<file path="src/rtl/pipe_stage_elastic.sv">
// Elastic pipeline register: valid/ready handshake in front of a DEPTH-entry circular buffer.
// Flush empties the stage to a bubble; hold freezes the output side only.
module pipe_stage_elastic #(
  parameter int unsigned      WIDTH     = 64,
  parameter int unsigned      DEPTH     = 2,
  parameter logic [WIDTH-1:0] RST_VALUE = '0,
  parameter int unsigned      CNT_W     = $clog2(DEPTH + 1)
) (
  input  logic             clk,
  input  logic             rst,
  input  logic             flush,
  input  logic             hold,
  input  logic             in_valid,
  output logic             in_ready,
  input  logic [WIDTH-1:0] in_data,
  output logic             out_valid,
  input  logic             out_ready,
  output logic [WIDTH-1:0] out_data,
  output logic [CNT_W-1:0] occupancy
);

  localparam int unsigned PtrW = (DEPTH > 1) ? $clog2(DEPTH) : 1;
  localparam logic [PtrW-1:0]  LastPtr = PtrW'(DEPTH - 1);
  localparam logic [CNT_W-1:0] DepthC  = CNT_W'(DEPTH);

  logic [WIDTH-1:0] mem_q [DEPTH];
  logic [PtrW-1:0]  rd_ptr_q, rd_ptr_d;
  logic [PtrW-1:0]  wr_ptr_q, wr_ptr_d;
  logic [CNT_W-1:0] count_q, count_d;
  logic             push, pop;

  function automatic logic [PtrW-1:0] ptr_inc(input logic [PtrW-1:0] p);
    return (p == LastPtr) ? '0 : p + PtrW'(1);
  endfunction

  // in_ready looks only at registered count, so a full stage never opens on a same-cycle pop.
  always_comb begin
    in_ready  = (count_q < DepthC);
    out_valid = (count_q != '0) && !hold;
    out_data  = out_valid ? mem_q[rd_ptr_q] : RST_VALUE;
    occupancy = count_q;
    push      = in_valid && in_ready;
    pop       = out_valid && out_ready;
  end

  always_comb begin
    rd_ptr_d = rd_ptr_q;
    wr_ptr_d = wr_ptr_q;
    count_d  = count_q;
    if (flush) begin
      rd_ptr_d = '0;
      wr_ptr_d = '0;
      count_d  = '0;
    end else begin
      if (push) wr_ptr_d = ptr_inc(wr_ptr_q);
      if (pop)  rd_ptr_d = ptr_inc(rd_ptr_q);
      unique case ({push, pop})
        2'b10:   count_d = count_q + CNT_W'(1);
        2'b01:   count_d = count_q - CNT_W'(1);
        default: count_d = count_q;
      endcase
    end
  end

  always_ff @(posedge clk) begin
    if (rst) begin
      rd_ptr_q <= '0;
      wr_ptr_q <= '0;
      count_q  <= '0;
    end else begin
      rd_ptr_q <= rd_ptr_d;
      wr_ptr_q <= wr_ptr_d;
      count_q  <= count_d;
    end
  end

  // Payload storage carries no reset; an entry is only visible once counted.
  always_ff @(posedge clk) begin
    if (push && !flush && !rst) mem_q[wr_ptr_q] <= in_data;
  end

  a_stalled_offer_stable : assert property (@(posedge clk) disable iff (rst)
      (in_valid && !in_ready && !flush) |=> (in_valid && $stable(in_data)))
    else $warning("stalled offer on in_valid/in_data was withdrawn or changed");

  a_count_bounded : assert property (@(posedge clk) disable iff (rst) count_q <= DepthC)
    else $error("occupancy above DEPTH");

endmodule

</file>
<file path="config.mk">
export PLATFORM = sky130hd
export DESIGN_NAME = pipe_stage_elastic
export DESIGN_NICKNAME = d
export VERILOG_FILES = /design/src/rtl/pipe_stage_elastic.sv
export SDC_FILE = /design/constraint.sdc
export NUM_CORES = 1
export LEC_CHECK = 0
export BUFFER_PORTS_ARGS = -buffer_cell sky130_fd_sc_hd__buf_4
export CORE_MARGIN = 5
export CORE_UTILIZATION = 41
export CTS_CLUSTER_SIZE = 40
export DETAILED_ROUTE_END_ITERATION = 6
export SYNTH_ARGS = -nofsm -noshare
export SYNTH_HDL_FRONTEND = slang
export SYNTH_SLANG_ARGS = --single-unit
</file>
<file path="constraint.sdc">
create_clock -name clk -period 21.2 [get_ports clk]
set_clock_uncertainty 0.1 [all_clocks]
set_input_delay 4.24 -clock clk [delete_from_list [all_inputs] [get_ports clk]]
set_output_delay 4.24 -clock clk [all_outputs]
set_load 0.01 [all_outputs]
</file>
==> summary.md <==
| Metric | Value |
|---|---|
| Status | `finished clean` |
| Drt wl/cell | `15.7 um` |
| Fin nets | `515` |
| Clk sinks | `133` |
| Placed cell areas | `6260 sq um` |
| # DRC | `0` |
| Period minus WS final | `9.76 ns` |
| Most numerous cell in the Yosys netlist | `edfxtp_1` |
| Die width | `121 um` |
| Synth unique cells | `19` |
| Total gr overflow | `0` |
| CORE AREA | `12100 sq um` |
| Worst setup EP type | `primary output` |
| Final ANT Viol Nets | `0` |
| Area leader, netlist | `edfxtp_1` |
| Max VDD drop | `42.8 uV` |
| First-pass GRT wire length | `15100 um` |
| Area grow syn2layout | `33.5%` |
| Vias in the first global route | `2966` |
| Row cnt | `40` |
| RSZ-0062 raised after global routing | `false` |
| Crit path DAT | `5.42 ns` |
| Cells after Synth | `298` |
| Via density | `4.61` |
| Largest net degree at the start of global routing | `65` |
| Post CTS Setup Buffer Count | `0` |
| Cell Pwr Density | `85.1 nW/um^2` |
| Setup_tns | `0 ns` |
| Worst hold start | `rd_ptr_q` |
| Util after Layout | `56.1%` |
| Initial antenna violation count | `0` |
| Int Power | `0.466 mW` |
| Hold depth | `2` |
| Starting DRT DRC Count | `121` |
| Tightest Hold Check Type | `reg2reg` |
| R2r worst-path depth | `3` |
| Cts repair resizes | `0` |
| Clock share of power | `43.2%` |
| Critical path's top delay family | `buffers and inverters` |
| Post-synthesis register bit count | `133` |
| Hold_ws | `0.415 ns` |
| CP required | `16.86 ns` |
| FF-to-FF End | `mem_q[1][56]` |
| ANT cells | `0` |
| Critical-path cell list | `buf_4 > o21bai_4 > buf_4 > nor2_1 > buf_4` |
| Share of cells above drive strength 1 | `36.3%` |
| Critical path class | `in2out` |
| Ys Warns | `0` |
| Synth cell count leaders | `edfxtp_1 (128), nor2_1 (66), mux2i_1 (64)` |
| CP peak stage delay | `0.45 ns` |
| Clock latency at the later pin of the worst-skew pair | `0.40 ns` |
| Initial core utilization | `42.0%` |
| Post-DP HPWL | `6400 um` |
| Seq pwr share | `51.5%` |
| Fmax | `102 MHz` |
| Crit path buffers/inverters | `3` |
| Final instance area | `6760 sq um` |
| Max Cap Viol | `0` |
| Worst Max-Slew Pin Slew | `1.15 ns` |
| Seq/Total Area, Yosys | `77.9%` |
| IO Count | `138` |
| Net switching fraction of the power | `19.0%` |
| DR pass1 iterations | `5` |
| P_sw | `0.109 mW` |
| Clk root buf | `clkbuf_16` |
| Critical Path Source Type | `input pin` |
| Pre-CTS WS | `11.40 ns` |
| Final WL | `9760 um` |
| CTS Buf Count | `17` |
| H-tree depth | `4` |
| Synth area leaders | `edfxtp_1 (76%), mux2i_1 (13%), nor2_1 (4.9%)` |
| Worst-path fanout max | `35` |
| Setup violations, final | `0` |
| Slowest cell on crit path | `buf_4` |
| CTS tree | `built` |
| Worst R2R Setup Slack | `18.76 ns` |
| Pins Over Slew Limit | `0` |
| Number of hold buffers added after CTS | `0` |
| Post-synthesis net count | `369` |
| Reg-to-reg critical path startpoint | `occupancy[1]` |
| Most used cell along the critical path | `buf_4` |
| Synthesized area | `5060 sq um` |
| Fraction of registers with async set or reset after synthesis | `0%` |
| Leakage | `2.44 nW` |
| Routability cong. | `0.698` |
| Setup ws final | `11.44 ns` |
| Die area | `14700 sq um` |
| Gate power share | `5.3%` |
| Top FF cell, synth | `edfxtp_1` |
| Max-slew headroom | `23.4%` |
| Avg Inst Size Synth | `17.0 sq um` |
| Global Route Usage Sum | `13.6%` |
| EDFF count, synth | `128` |
| Final Hold Viols | `0` |
| DR vias | `2875` |
| CTS Buffer Depth | `2` |
| Period Utilization, post-route | `46.1%` |
| IO buf count | `137` |
| Die H | `121 um` |
| Area share of the leading cell type in the synthesized netlist | `75.9%` |
| Clock Pin Slew Worst Setup and Hold Paths | `0.05 ns` |
-- final cells by class --
| cell class | count | area (sq um) |
|---|---|---|
| clock buffer | 20 | 437 |
| clock inverter | 10 | 66.3 |
| fill | 1003 | 5300 |
| inverter | 4 | 15.0 |
| multi-input combinational | 147 | 1030 |
| sequential | 133 | 3950 |
| tap | 168 | 210 |
| timing repair buffer | 141 | 1060 |
-- metal layers --
layer	GRT usage, %	up-vias	share of wire [%]
li1	-	1395	-
met1	16.0	1361	42
met2	22.0	103	49
met3	5.59	16	8.2
met4	6.09	0	1.7
met5	0	-	0
-- cells by family (layout without fill, tap and decap cells) --
kind of cell | count (synthesis) | after routing | synth area share [%]
AND/OR/NAND/NOR | 73 | 73 | 5.71
adder cells (fa/ha/maj) | 1 | 1 | 0.247
AO/OA/AOI/OAI | 6 | 6 | 0.865
buffers and inverters | 18 | 175 | 2.12
multiplexers | 64 | 64 | 12.7
XOR/XNOR | 3 | 3 | 0.519
flip-flops | 133 | 133 | 77.9
-- worst max-delay path by stage --
stage	from	end	depth (start not counted)
5_1_grt	hold	out_data[60]	5
3_5_place_dp	hold	out_data[60]	5
2_1_floorplan	in_valid	mem_q[0][0]	3
4_1_cts	hold	out_data[60]	5
6_report	hold	out_data[41]	5
3_3_place_gp	hold	out_data[60]	5
-- registers in the layout (all words and copies together), names as in the netlist, named ones only --
signal     flops
mem_q        128
occupancy      2
rd_ptr_q       1
wr_ptr_q       1
-- cells in the final DEF (no fill, tap or decap), types with 2 or more instances in the layout --
| cell type | instances |
|---|---|
| clkbuf_16 | 17 |
| edfxtp_1 | 128 |
| mux2i_1 | 64 |
| inv_1 | 4 |
| xnor2_1 | 2 |
| buf_4 | 141 |
| or3_1 | 2 |
| clkinv_1 | 7 |
| nor2_1 | 66 |
| a21boi_1 | 3 |
| nor3_1 | 2 |
| clkinv_2 | 2 |
| dfxtp_1 | 4 |
| o21ai_0 | 2 |
| clkbuf_1 | 3 |
-- worst reg2reg max path: stages, from the launching register on --
cell	delay [ns]
dfxtp_1	0.37
nor2b_1	0.28
and3_2	0.77
buf_4	0.56
-- power groups by stage --
| stage | Combinational (mW) | Clock, mW | Sequential (mW) |
|---|---|---|---|
| after floorplan | 0.0118 | 0 | 0.301 |
| after detailed placement | 0.0310 | 0 | 0.302 |
| after global routing | 0.0332 | 0.268 | 0.297 |
| after global placement | 0.0303 | 0 | 0.301 |
| final | 0.0304 | 0.249 | 0.296 |
| after CTS | 0.0311 | 0.255 | 0.296 |
-- per-stage QoR --
step                      power (mW)  cells
after global routing           0.598    623
after detailed placement       0.332    593
final                          0.576    623
after global placement         0.332    593
after floorplan                0.313    298
after CTS                      0.582    623
Note: power is estimated with default switching activity, not from simulation.
